--- config.mk ---
export PLATFORM = sky130hd
export DESIGN_NAME = cla_adder_arbiter
export DESIGN_NICKNAME = d
export VERILOG_FILES = /design/src/rtl/cla_adder_arbiter_pkg.sv /design/src/rtl/cla_add2.sv /design/src/rtl/cla_adder_arbiter.sv
export SDC_FILE = /design/constraint.sdc
export NUM_CORES = 1
export LEC_CHECK = 0
export BUFFER_PORTS_ARGS = -buffer_cell sky130_fd_sc_hd__buf_2
export CORE_ASPECT_RATIO = 0.75
export CORE_UTILIZATION = 40
export CTS_BUF_LIST = sky130_fd_sc_hd__clkbuf_8
export CTS_CLUSTER_DIAMETER = 30
export DETAILED_ROUTE_END_ITERATION = 12
export SKIP_LAST_GASP = 1
export SYNTH_ARGS = -nofsm -noshare
export SYNTH_HDL_FRONTEND = slang
export SYNTH_HIERARCHICAL = 1
export SYNTH_SLANG_ARGS = --single-unit
--- constraint.sdc ---
create_clock -name clk -period 1.9 [get_ports clk]
set_input_delay 0.285 -clock clk [delete_from_list [all_inputs] [get_ports clk]]
set_output_delay 0.285 -clock clk [all_outputs]
set_load 0.05 [all_outputs]
--- src/rtl/cla_adder_arbiter_pkg.sv ---
// Shared definitions for the two-requester CLA adder arbiter.
//   - FSM state encoding (2-bit)
//   - HOLD down-counter width and type
//   - seven-segment patterns for digits 0..6 plus blank (bit0=a ... bit6=g, active high)
package cla_adder_arbiter_pkg;

    localparam logic [1:0] ST_IDLE = 2'd0;
    localparam logic [1:0] ST_ADD  = 2'd1;
    localparam logic [1:0] ST_HOLD = 2'd2;

    localparam int unsigned HOLD_CNT_W = 8;
    typedef logic [HOLD_CNT_W-1:0] hold_cnt_t;

    localparam logic [6:0] SEG_0     = 7'b0111111;
    localparam logic [6:0] SEG_1     = 7'b0000110;
    localparam logic [6:0] SEG_2     = 7'b1011011;
    localparam logic [6:0] SEG_3     = 7'b1001111;
    localparam logic [6:0] SEG_4     = 7'b1100110;
    localparam logic [6:0] SEG_5     = 7'b1101101;
    localparam logic [6:0] SEG_6     = 7'b1111101;
    localparam logic [6:0] SEG_BLANK = 7'b0000000;

endpackage

--- src/rtl/cla_add2.sv ---
// 2-bit carry-lookahead adder, no carry in.
// Ports:
//   a, b : 2-bit unsigned operands
//   s    : 3-bit sum, carry out in bit 2
module cla_add2 (
    input  logic [1:0] a,
    input  logic [1:0] b,
    output logic [2:0] s
);

    logic [1:0] g;
    logic [1:0] p;
    logic       c1;
    logic       c2;

    always_comb begin
        g  = a & b;
        p  = a ^ b;
        c1 = g[0];
        c2 = g[1] | (p[1] & g[0]);
        s  = {c2, p[1] ^ c1, p[0]};
    end

endmodule

--- src/rtl/cla_adder_arbiter.sv ---
// Round-robin arbiter in front of a shared 2-bit CLA adder with a seven-segment readout.
// A granted requester's operands are latched in IDLE, added in ADD, and the result is
// held for HOLD_CYCLES cycles (starting with the ack cycle) before the next grant.
// Ports:
//   clk, rst_n        : clock, asynchronous active-low reset
//   req0, req1        : requests
//   a0, b0, a1, b1    : 2-bit operands per requester
//   ack0, ack1        : one-cycle completion pulse to the granted requester
//   sum               : registered 3-bit result
//   sum_valid         : high from the ack cycle until the FSM returns to IDLE
//   owner             : requester whose result is on sum
//   segt              : seven-segment pattern of sum, blank before the first result
module cla_adder_arbiter
    import cla_adder_arbiter_pkg::*;
#(
    parameter int unsigned HOLD_CYCLES = 8
) (
    input  logic       clk,
    input  logic       rst_n,
    input  logic       req0,
    input  logic       req1,
    input  logic [1:0] a0,
    input  logic [1:0] b0,
    input  logic [1:0] a1,
    input  logic [1:0] b1,
    output logic       ack0,
    output logic       ack1,
    output logic [2:0] sum,
    output logic       sum_valid,
    output logic       owner,
    output logic [6:0] segt
);

    logic [1:0] state;
    logic [1:0] state_d;
    hold_cnt_t  hold_cnt;
    logic       last_grant;  // requester granted most recently; a tie goes to the other one
    logic       cur;         // requester owning the transaction in flight
    logic [1:0] op_a;
    logic [1:0] op_b;
    logic       shown;       // a result has been produced since reset
    logic       any_req;
    logic       pick;
    logic [2:0] add_s;

    cla_add2 u_add (
        .a (op_a),
        .b (op_b),
        .s (add_s)
    );

    always_comb begin
        any_req = req0 | req1;
        // A lone request wins outright; a tie alternates.
        pick    = (req0 && req1) ? ~last_grant : req1;
    end

    always_comb begin
        state_d = state;
        case (state)
            ST_IDLE: if (any_req) state_d = ST_ADD;
            ST_ADD:  state_d = ST_HOLD;
            ST_HOLD: if (hold_cnt == '0) state_d = ST_IDLE;
            default: state_d = ST_IDLE;
        endcase
    end

    always_ff @(posedge clk or negedge rst_n) begin
        if (!rst_n) begin
            state      <= ST_IDLE;
            hold_cnt   <= '0;
            last_grant <= 1'b1;
            cur        <= 1'b0;
            op_a       <= '0;
            op_b       <= '0;
            shown      <= 1'b0;
            ack0       <= 1'b0;
            ack1       <= 1'b0;
            sum        <= '0;
            sum_valid  <= 1'b0;
            owner      <= 1'b0;
        end else begin
            state <= state_d;
            ack0  <= 1'b0;
            ack1  <= 1'b0;
            case (state)
                ST_IDLE: begin
                    if (any_req) begin
                        cur        <= pick;
                        last_grant <= pick;
                        op_a       <= pick ? a1 : a0;
                        op_b       <= pick ? b1 : b0;
                    end
                end
                ST_ADD: begin
                    sum       <= add_s;
                    owner     <= cur;
                    sum_valid <= 1'b1;
                    shown     <= 1'b1;
                    ack0      <= ~cur;
                    ack1      <= cur;
                    hold_cnt  <= hold_cnt_t'(HOLD_CYCLES - 1);
                end
                ST_HOLD: begin
                    if (hold_cnt == '0) begin
                        sum_valid <= 1'b0;
                    end else begin
                        hold_cnt <= hold_cnt - 1'b1;
                    end
                end
                default: ;
            endcase
        end
    end

    function automatic logic [6:0] seg_decode(input logic [2:0] v);
        case (v)
            3'd0:    return SEG_0;
            3'd1:    return SEG_1;
            3'd2:    return SEG_2;
            3'd3:    return SEG_3;
            3'd4:    return SEG_4;
            3'd5:    return SEG_5;
            3'd6:    return SEG_6;
            default: return SEG_BLANK;
        endcase
    endfunction

    always_comb begin
        segt = shown ? seg_decode(sum) : SEG_BLANK;
    end

endmodule

; Word level (Yosys, flattened, before mapping)
; Cells that the tools add are included.
[word_totals]
input_bits = 12
ff_bits = 24
output_inout_bits = 14
[op_classes]
n_eq_ne = 11
n_addsub = 1
n_bitwise = 8
mux = 14
n_reduce_logical = 9
[op_table]
columns = operator, count
row1 = one-hot mux 7 bit (7 select lines), 1
row2 = one-hot mux 8 bit (2 select lines), 1
row3 = == test 3 bit (second input constant), 3
row4 = zero test 8 bit, 1
row5 = two-way mux 2 bit, 4
row6 = two-way mux 8 bit, 1
row7 = AND reduction 2 bit, 4
row8 = subtractor 8 x 1 -> 8 bit (second input constant), 1
row9 = two-way mux 7 bit, 1
row10 = == test 3 x 2 -> 1 bit (second input constant), 2
row11 = != test 2 bit (second input constant), 3
row12 = one-hot mux 2 bit (3 select lines), 1
row13 = two-way mux 1 bit, 4
row14 = == test 3 x 1 -> 1 bit (second input constant), 1
row15 = zero test 3 bit, 1
row16 = AND 2 bit, 1
row17 = == test 2 x 1 -> 1 bit (second input constant), 1
row18 = == test 2 bit (second input constant), 1
row19 = zero test 2 bit, 1
row20 = NOT 1 bit, 2
row21 = bitwise OR 1 bit, 2
row22 = one-hot mux 1 bit (2 select lines), 1
row23 = nonzero test 2 bit, 1
row24 = bitwise XOR 2 bit, 1
row25 = 3 further kinds, 3

; Logic depth before layout (Yosys ltp)
; Gate-level depths: netlist of the first run.
[logic_depth]
word_depth = 3
depth_mapped = 6
depth_no_buf = 6

; Cells and area by module
; The synthesis of the first run kept the hierarchy.
[modules_own_cells]
columns = module, seq_area_each_um2, cells_per_inst, n_inst, area_per_inst_um2
row1 = cla_adder_arbiter, 601.8, 127, 1, 1211.2
row2 = cla_add2, 0.0, 3, 1, 40.0

; Worst setup path after synthesis of the first run
; OpenSTA, ideal clock, no wires.
[synth_timing]
path_kind = register to output
startpoint = reg sum[0]
endpoint = out segt[3]
stages_incl_launch_ff = 5
n_path_buf = 2
required_time_ps = 1615
arrival_ps = 2263
slack_ps = -648
cell_sequence = dfrtp_1 clkbuf_1 nand2b_1 a31oi_1 buf_4
[synth_via]
elab_chain_len = 3
word_cells_on_any_way = 9
cone_classes = 6 x eq/ne / 2 x mux / 1 x reduce/logical
[synth_lines]
columns = item, line
row1 = start: declaration, cla_adder_arbiter.sv:28  ; output logic [2:0] sum,
row2 = start signal: assignment, cla_adder_arbiter.sv:96  ; sum <= add_s;
row3 = "== test 3 bit, or another cell as far along", cla_adder_arbiter.sv:117  ; case (v)
row4 = one-hot mux 7 bit (7 select lines) *, cla_adder_arbiter.sv:117
row5 = two-way mux 7 bit *, cla_adder_arbiter.sv:130  ; segt = shown ? seg_decode(sum) : SEG_BLANK;
row6 = end: declaration, cla_adder_arbiter.sv:31  ; output logic [6:0] segt
; Mark *: on every way between the ends. The rest lies on a longest branch, timed or not.

; Worst setup path after layout of the first run
; Ends and elaborated chain as after synthesis.

==> flow_metrics.py, run 1 <==
metrics = {
    "status": {
        "outcome": "finished, violations left",
        "violations": "negative hold slack",
    },
    "route": {
        "vias": 1041,
        "drcViolationCount": 0,
        "dr.first_iter.drc_count": 29,
        "drtPass1Iterations": 4,
        "finalWirelength_um": 2560,
        "ant_nets": 0,
        "post_drt_via_cell_ratio": 5.42,
        "wl_per_cell_um": 13.3,
    },
    "logic_synthesis": {
        "avgSynthCellArea_um2": 9.62,
        "synth_fp_nets": 145,
        "syn_inst": 130,
        "synth.distinct_cells": 39,
        "ys_seq_area_frac": 0.481,
        "synth_seq_cells": 24,
        "synth_edf_count": 0,
        "yosys_warnings": 6,
        "synth_ff_type": "dfrtp_1",
        "ys_async_sr_fraction": 1.00,
        "synth_area_um2": 1250,
    },
    "critical_path": {
        "cp.arrival_ns": 1.50,
        "cp-start-kind": "flop",
        "reg2reg_depth": 6,
        "endpoint_kind": "output port",
        "cp_slowest_stage_delay_ns": 0.48,
        "rr_endpoint": "hold_cnt[1]",
        "worstSetupPathType": "flop to output port",
        "r2r_setup_slack_ns": 0.16,
        "path_max_fanout": 9,
        "reg2reg_from": "hold_cnt[0]",
        "critPathSlowestCell": "dfrtp_2",
        "crit_chain": "nand2b_1 > o21ai_0 > a31oi_4 > buf_2",
        "crit_required_ns": 1.62,
    },
    "layout": {
        "antenna_cells": 0,
        "mostFrequentLayoutCells": "buf_2, dfrtp_1, nand2_1, nor2_1, a21oi_1",
        "final_core_util": 0.506,
        "drive_above_1_share": 0.279,
        "area_growth_syn_to_layout_pct": 19.5,
        "final_common_cell": "buf_2",
        "nets": 170,
        "final_area_um2": 1500,
        "fillers": 274,
    },
    "job": {
        "cap_violations": 0,
    },
    "timing": {
        "max_slew_margin": 0.609,
        "final.setup_skew_ns": 0.00683,
        "finalSetupViolCount": 0,
        "hold_violations": 22,
        "fin_hold_ws_ns": -0.0149,
        "fmax_mhz": 561,
        "worstMarginPinSlew_ns": 0.586,
        "rsz0062_at_grt": "no",
        "drv_slew": 0,
        "finalCriticalPeriod_ns": 1.78,
        "timing.final.crit_share": 0.938,
        "finalSetupTns_ns": 0,
    },
    "place": {
        "place_hpwl_um": 1870,
        "placed_area_um2": 1440,
        "gp_congestion": 0.813,
        "io_buffer_count": 25,
    },
    "cts": {
        "cts_buffers": 3,
        "clock_latency_ns": 0.27,
        "clkTransAtPathRegs_ns": 0.08,
        "cts.path.max_buffers": 2,
        "clock_sinks": 24,
        "cts_tree": "built",
        "cts-root-buf": "clkbuf_8",
        "cts_hold_buf": 0,
        "postCtsSetupRepairBufs": 0,
        "cts_htree_levels": 1,
    },
    "floorplan": {
        "die_x_um": 66.6,
        "core_um2": 2960,
        "rows": 17,
        "initial_utilization": 0.423,
        "io_pins": 26,
        "die_h_um": 50.4,
        "die_area_um2": 3360,
    },
    "grt": {
        "grt_max_degree": 25,
        "antenna_found_initial": 0,
        "grt_pass1_wl_um": 4330,
        "grt_pass1_vias": 963,
        "grt_overflow": 0,
        "grt_usage": 0.172,
    },
    "power_and_ir_drop": {
        "p_total_mw": 2.84,
        "p_leak_nw": 0.672,
        "p_per_area_nw_per_um2": 1900,
        "ir_worst_vdd_v": 0.000790,
    },
    "worst_hold_path": {
        "hp-class": "input pin to asynchronous set/reset pin",
    },
}
[power breakdown]
group	total [mW]	switching [mW]	internal [mW]
Clock	0.343	0.158	0.185
Combinational	1.65	1.16	0.495
Sequential	0.843	0.152	0.690
Total	2.84	1.47	1.37
[metal layers]
layer	part of all wire	wire length, um	track usage
met1	0.46	1170	0.225
met2	0.48	1230	0.285
met3	0.060	154	0.0477
met4	0.0031	8	0.0319
met5	0	0	0
[through the flow]
stage / std cells / setup WS (ns)
floorplan: 130 / -0.176
global placement: 188 / 0.232
detailed placement: 188 / 0.183
CTS: 192 / 0.0478
global route: 192 / 0.0363
finish: 192 / 0.119
[kinds of logic (layout without fill, tap and decap cells)]
family                   Yosys count  after routing  share of synthesized area
buffers and inverters             14             38                     0.0540
flip-flops                        24             24                      0.481
multiplexers                       4              4                     0.0320
AND/OR/NAND/NOR                   49             49                      0.208
XOR/XNOR                           1              1                    0.00700
adder cells (fa/ha/maj)            3              3                     0.0360
AO/OA/AOI/OAI                     35             35                      0.182
[cells in the mapped netlist (all sizes together) (3+ instances only)]
| cell type | instances | area (um^2) |
|---|---|---|
| mux2i | 4 | 40.0 |
| a31oi | 4 | 25.0 |
| nor2 | 11 | 41.3 |
| a21oi | 8 | 40.0 |
| nand2b | 4 | 25.0 |
| a21boi | 3 | 22.5 |
| and2 | 3 | 18.8 |
| nand3 | 3 | 15.0 |
| nand2 | 16 | 60.1 |
| clkbuf | 6 | 22.5 |
| inv | 5 | 18.8 |
| dfrtp | 23 | 576 |
| buf | 3 | 26.3 |
| o21ai | 7 | 35.0 |
[area by class of cell]
class / instances / area [um^2] / share of cell area
Clock buffer: 4 / 55.1 / 0.0368
Multi-Input combinational cell: 92 / 616 / 0.412
Sequential cell: 24 / 603 / 0.403
Inverter: 5 / 18.8 / 0.0126
Timing Repair Buffer: 29 / 155 / 0.104
Tap cell: 38 / 47.5 / 0.0318
[how the worst max path moves through the flow]
stage / to / from / slack (ns)
2_1_floorplan: segt[3] / sum[2] / -0.18
3_3_place_gp: hold_cnt[7] / hold_cnt[2] / 0.23
3_5_place_dp: hold_cnt[5] / hold_cnt[0] / 0.18
4_1_cts: segt[3] / sum[0] / 0.05
5_1_grt: hold_cnt[5] / hold_cnt[0] / 0.04
6_report: segt[3] / sum[0] / 0.12
[repair_timing]
item                                    in CTS  in global routing
resized for setup                            0                  1
endpoints found under the setup margin       0                  3
hold endpoints to repair                     0                  0
[registers in the layout, indices dropped and copies added (netlist names)]
| register | count |
|---|---|
| shown | 1 |
| last_grant | 1 |
| op_b | 2 |
| state | 2 |
| sum | 3 |
| owner | 1 |
| hold_cnt | 8 |
| ack1 | 1 |
| op_a | 2 |
| ack0 | 1 |
| cur | 1 |
| sum_valid | 1 |
[worst max-delay path: cells and delay by family (launching register included)]
family | cells | cell delay [ns]
compound gates | 2 | 0.31
flops | 1 | 0.48
simple gates | 1 | 0.15
buf+inv | 1 | 0.28
Note: power is estimated with default switching activity, not from simulation.
==> run 2: changes to the inputs <==
--- a/config.mk
+++ b/config.mk
@@ -6,11 +6,14 @@
 export NUM_CORES = 1
 export LEC_CHECK = 0
 export BUFFER_PORTS_ARGS = -buffer_cell sky130_fd_sc_hd__buf_2
+export CELL_PAD_IN_SITES_DETAIL_PLACEMENT = 1
+export CELL_PAD_IN_SITES_GLOBAL_PLACEMENT = 1
 export CORE_ASPECT_RATIO = 0.75
 export CORE_UTILIZATION = 40
 export CTS_BUF_LIST = sky130_fd_sc_hd__clkbuf_8
 export CTS_CLUSTER_DIAMETER = 30
 export DETAILED_ROUTE_END_ITERATION = 12
+export PLACE_DENSITY_LB_ADDON = 0.1
 export SKIP_LAST_GASP = 1
 export SYNTH_ARGS = -nofsm -noshare
 export SYNTH_HDL_FRONTEND = slang
==> run 2 against run 1 <==
The run still ends with negative hold slack left. Die area stayed put. Final cell count stayed put. Critical path type unchanged. Non-clock buffer count stayed put. Clock skew is 0.0020 ns lower. Critical endpoint is now segt[0].
==> flow_metrics.py, run 2 (same netlist as run 1, synthesis figures left out) <==
metrics = {
    "floorplan": {
        "die_h_um": 50.4,
        "initial_utilization": 0.423,
        "core_um2": 2960,
        "die_x_um": 66.6,
        "io_pins": 26,
        "die_area_um2": 3360,
        "rows": 17,
    },
    "layout": {
        "final_common_cell": "buf_2",
        "drive_above_1_share": 0.286,
        "antenna_cells": 0,
        "stdcell_count": 192,
        "top_register": "hold_cnt",
        "area_growth_syn_to_layout_pct": 19.6,
        "final_area_um2": 1500,
        "mostFrequentLayoutCells": "buf_2, dfrtp_1, nand2_1, nor2_1, a21oi_1",
        "reg.largest.list": "hold_cnt x8, sum x3",
        "fillers": 354,
        "final_core_util": 0.506,
        "largest_reg_flops": 8,
        "nets": 170,
    },
    "cts": {
        "clkTransAtPathRegs_ns": 0.09,
        "cts-root-buf": "clkbuf_8",
        "clock_sinks": 24,
        "cts.path.max_buffers": 2,
        "cts_hold_buf": 0,
        "cts_htree_levels": 1,
        "clock_latency_ns": 0.28,
        "cts_buffers": 3,
        "cts_tree": "built",
    },
    "timing": {
        "fin_hold_ws_ns": -0.0147,
        "fin_ws_ns": 0.134,
        "finalSetupViolCount": 0,
        "rsz0062_at_grt": "no",
        "drv_slew": 0,
        "hold_violations": 23,
        "fmax_mhz": 566,
        "worstMarginPinSlew_ns": 0.590,
        "final.setup_skew_ns": 0.00484,
        "timing.final.crit_share": 0.930,
        "max_slew_margin": 0.606,
        "finalSetupTns_ns": 0,
        "finalCriticalPeriod_ns": 1.77,
    },
    "grt": {
        "grt_max_degree": 25,
        "grt_pass1_wl_um": 5110,
        "grt_overflow": 0,
        "grt_pass1_vias": 1082,
        "grt_usage": 0.211,
        "antenna_found_initial": 0,
    },
    "worst_hold_path": {
        "hp-class": "input pin to asynchronous set/reset pin",
    },
    "power_and_ir_drop": {
        "p_sw_frac": 0.524,
        "p_sw_mw": 1.51,
        "power_frac_seq": 0.302,
        "ir_worst_vdd_v": 0.000800,
        "p_per_area_nw_per_um2": 1920,
        "p_clk_frac": 0.125,
        "p_int_mw": 1.37,
        "p_leak_nw": 0.672,
        "power_frac_comb": 0.573,
        "p_total_mw": 2.87,
    },
    "critical_path": {
        "cp-start-kind": "flop",
        "worstSetupPathType": "flop to output port",
        "cp_slowest_stage_delay_ns": 0.46,
        "crit_chain": "nand2b_1 > o21ai_1 > a31oi_4 > buf_2",
        "critPathSlowestCell": "dfrtp_2",
        "cpLargestDelayFamily": "flip-flops",
        "path_max_fanout": 10,
        "crit_required_ns": 1.62,
        "cp.arrival_ns": 1.48,
        "critPathBufInv": 1,
        "endpoint_kind": "output port",
    },
    "route": {
        "post_drt_via_cell_ratio": 5.41,
        "finalWirelength_um": 2940,
        "drcViolationCount": 0,
        "vias": 1038,
        "wl_per_cell_um": 15.3,
        "ant_nets": 0,
        "drtPass1Iterations": 4,
        "dr.first_iter.drc_count": 46,
    },
    "place": {
        "gp_congestion": 0.822,
        "placed_area_um2": 1440,
        "io_buffer_count": 25,
        "numPlacedInstances": 188,
        "place_hpwl_um": 2110,
        "place_ws_ns": 0.192,
    },
    "status": {
        "violations": "negative hold slack",
        "outcome": "finished, violations left",
    },
    "job": {
        "cap_violations": 0,
    },
}
-- run 2: power groups by stage --
stage          Clock (mW)  Sequential (mW)  Combinational, mW
2_1_floorplan           0            0.991               1.16
3_3_place_gp            0            0.860               1.60
3_5_place_dp            0            0.873               1.64
4_1_cts             0.364            0.864               1.66
5_1_grt             0.398            0.896               1.78
6_report            0.358            0.866               1.65
-- run 2: layout make-up --
cell class                 count  area (um^2)  share of cell area
timing repair buffer          29          155               0.104
multi-input combinational     92          616               0.411
tap                           38         47.5              0.0318
clock buffer                   4         55.1              0.0368
inverter                       5         18.8              0.0125
sequential                    24          604               0.404
-- run 2: metal layers --
metal / track usage / part of all wire
met1: 0.291 / 0.48
met2: 0.318 / 0.47
met3: 0.0545 / 0.032
met4: 0.0745 / 0.015
met5: 0 / 0
-- run 2: what timing repair did --
action                                  4_1_cts  5_1_grt
buffers inserted                              0        0
endpoints found under the hold margin         0        0
endpoints found under the setup margin        2        2
gates resized for setup                       1        2
gates cloned                                  0        0
-- run 2: worst paths after layout --
check	slack, ns	cells past startpoint	endpoint	start
worst max register to register	0.17	7	hold_cnt[1]	hold_cnt[0]
worst min register to register	0.43	1	ack0	cur
min in group clk	0.19	2	last_grant	req0
worst max-delay path	0.13	4	segt[0]	sum[1]
max in group asynchronous	1.52	1	sum[1]	rst_n
worst min-delay path	-0.01	1	shown	rst_n
==> run 3: changes to the inputs <==
--- a/config.mk
+++ b/config.mk
@@ -13,7 +13,8 @@
 export CTS_BUF_LIST = sky130_fd_sc_hd__clkbuf_8
 export CTS_CLUSTER_DIAMETER = 30
 export DETAILED_ROUTE_END_ITERATION = 12
-export PLACE_DENSITY_LB_ADDON = 0.1
+export PLACE_DENSITY = 0.75
+export RECOVER_POWER = 100
 export SKIP_LAST_GASP = 1
 export SYNTH_ARGS = -nofsm -noshare
 export SYNTH_HDL_FRONTEND = slang
==> run 3 against run 2 <==
The run now ends clean. Register-to-register slack worse by 0.08 ns. Clock skew hardly changed. Hold slack better by 0.21 ns. Via count is 3.4% higher. Fmax is 2.4% lower. Sequential share of layout area is 0.76 points higher. Clock power is 15% lower. Combinational power hardly changed.
==> flow_metrics.py, run 3 (same netlist as run 1, synthesis figures left out) <==
metrics = {
    "route": {
        "wl_per_cell_um": 16.1,
        "vias": 1073,
        "finalWirelength_um": 3080,
        "drcViolationCount": 0,
        "wl_met2_um": 1550,
        "top_layer_used": "met4",
        "ant_nets": 0,
        "drtPass1Iterations": 4,
        "wl_met1_um": 1370,
        "post_drt_via_cell_ratio": 5.62,
        "dr.first_iter.drc_count": 45,
        "route.met3.wl_um": 140,
    },
    "timing": {
        "max_slew_margin": 0.150,
        "drv_slew": 0,
        "timing.final.crit_share": 0.952,
        "finalSetupViolCount": 0,
        "hold_violations": 0,
        "fin_ws_ns": 0.0904,
        "rsz0062_at_grt": "no",
        "finalCriticalPeriod_ns": 1.81,
        "final.setup_skew_ns": 0.00447,
        "fmax_mhz": 553,
        "worstMarginPinSlew_ns": 1.28,
    },
    "status": {
        "outcome": "complete, no violations",
    },
    "layout": {
        "top_register": "hold_cnt",
        "largest_reg_flops": 8,
        "area_growth_syn_to_layout_pct": 17.4,
        "drive_above_1_share": 0.222,
        "mostFrequentLayoutCells": "dfrtp_1, nand2_1, nor2_1, buf_2",
        "antenna_cells": 0,
        "final_area_um2": 1470,
        "nets": 169,
        "final_common_cell": "dfrtp_1",
        "stdcell_count": 191,
        "reg.largest.list": "hold_cnt x8, sum x3",
    },
    "power_and_ir_drop": {
        "p_leak_nw": 0.645,
        "ir_worst_vdd_v": 0.000735,
        "p_per_area_nw_per_um2": 1910,
    },
    "floorplan": {
        "die_area_um2": 3360,
        "rows": 17,
        "core_um2": 2960,
        "io_pins": 26,
        "die_x_um": 66.6,
        "initial_utilization": 0.423,
        "die_h_um": 50.4,
    },
    "grt": {
        "antenna_found_initial": 0,
        "grt_max_degree": 25,
        "grt_usage": 0.214,
        "grt_overflow": 0,
        "grt_pass1_vias": 1075,
        "grt_pass1_wl_um": 5210,
    },
    "critical_path": {
        "crit_required_ns": 2.11,
        "worstSetupPathType": "flop to flop",
        "cp-start-kind": "flop",
        "critPathLaunch": "hold_cnt[2]",
        "reg2reg_from": "hold_cnt[2]",
        "path_max_fanout": 9,
        "cp.arrival_ns": 2.02,
        "endpoint_kind": "flop",
    },
    "cts": {
        "cts_tree": "built",
        "cts.path.max_buffers": 2,
        "cts-root-buf": "clkbuf_8",
        "cts_htree_levels": 1,
        "clkTransAtPathRegs_ns": 0.08,
        "postCtsSetupRepairBufs": 0,
        "cts_buffers": 3,
        "clock_sinks": 24,
        "clock_latency_ns": 0.27,
    },
    "place": {
        "placed_area_um2": 1430,
        "gp_congestion": 0.832,
        "io_buffer_count": 25,
        "numPlacedInstances": 187,
        "place_hpwl_um": 2250,
        "place_ws_ns": 0.136,
    },
    "job": {
        "cap_violations": 0,
    },
    "worst_hold_path": {
        "hold_start": "req0",
        "hp-class": "input pin to flop",
    },
}
[run 3: critical path: stages (launching register included)]
cell	delay, ns
dfrtp_1	0.47
or4_4	0.54
or3_1	0.40
nor4_2	0.18
a31o_1	0.15
[run 3: layer usage]
metal | GRT usage | vias up
met5 | 0 | -
met1 | 0.273 | 529
met3 | 0.0545 | 2
met2 | 0.360 | 31
li1 | - | 511
met4 | 0.0532 | 0
[run 3: final cells by class]
type / instances / area [um^2]
Fill cell: 351 / 1490
Multi-Input combinational cell: 92 / 616
Sequential cell: 24 / 604
Timing Repair Buffer: 28 / 138
Tap cell: 38 / 47.5
Clock buffer: 3 / 41.3
Inverter: 5 / 18.8
Clock inverter: 1 / 3.75
[run 3: timing repair]
item                       in CTS  in global routing
hold buffers                    0                  0
resized for setup               1                  3
pin swaps                       0                  0
setup endpoints to repair       2                  4
[run 3: final timing paths]
kind | end | slack, ns | cells after the start
min | last_grant | 0.19 | 2
min reg2reg | ack0 | 0.43 | 1
max in group asynchronous | sum[0] | 0.79 | 1
max | hold_cnt[7] | 0.09 | 4
min in group asynchronous | sum_valid | 0.27 | 1
max reg2reg | hold_cnt[7] | 0.09 | 4
[run 3: stage by stage]
step                      TNS [ns]  hold WS [ns]  power, mW   util
after CTS                        0       0.00766       2.85  0.500
final                            0         0.193       2.81  0.497
after detailed placement         0         0.302       2.52  0.484
after global placement           0         0.296       2.45  0.484
after global routing             0         0.207       3.01  0.497
after floorplan             -0.176       -0.0106       2.15      -
[run 3: power by group]
group	internal [mW]	switching (mW)
Combinational	0.464	1.16
Sequential	0.693	0.188
Clock	0.145	0.160
Total	1.30	1.51
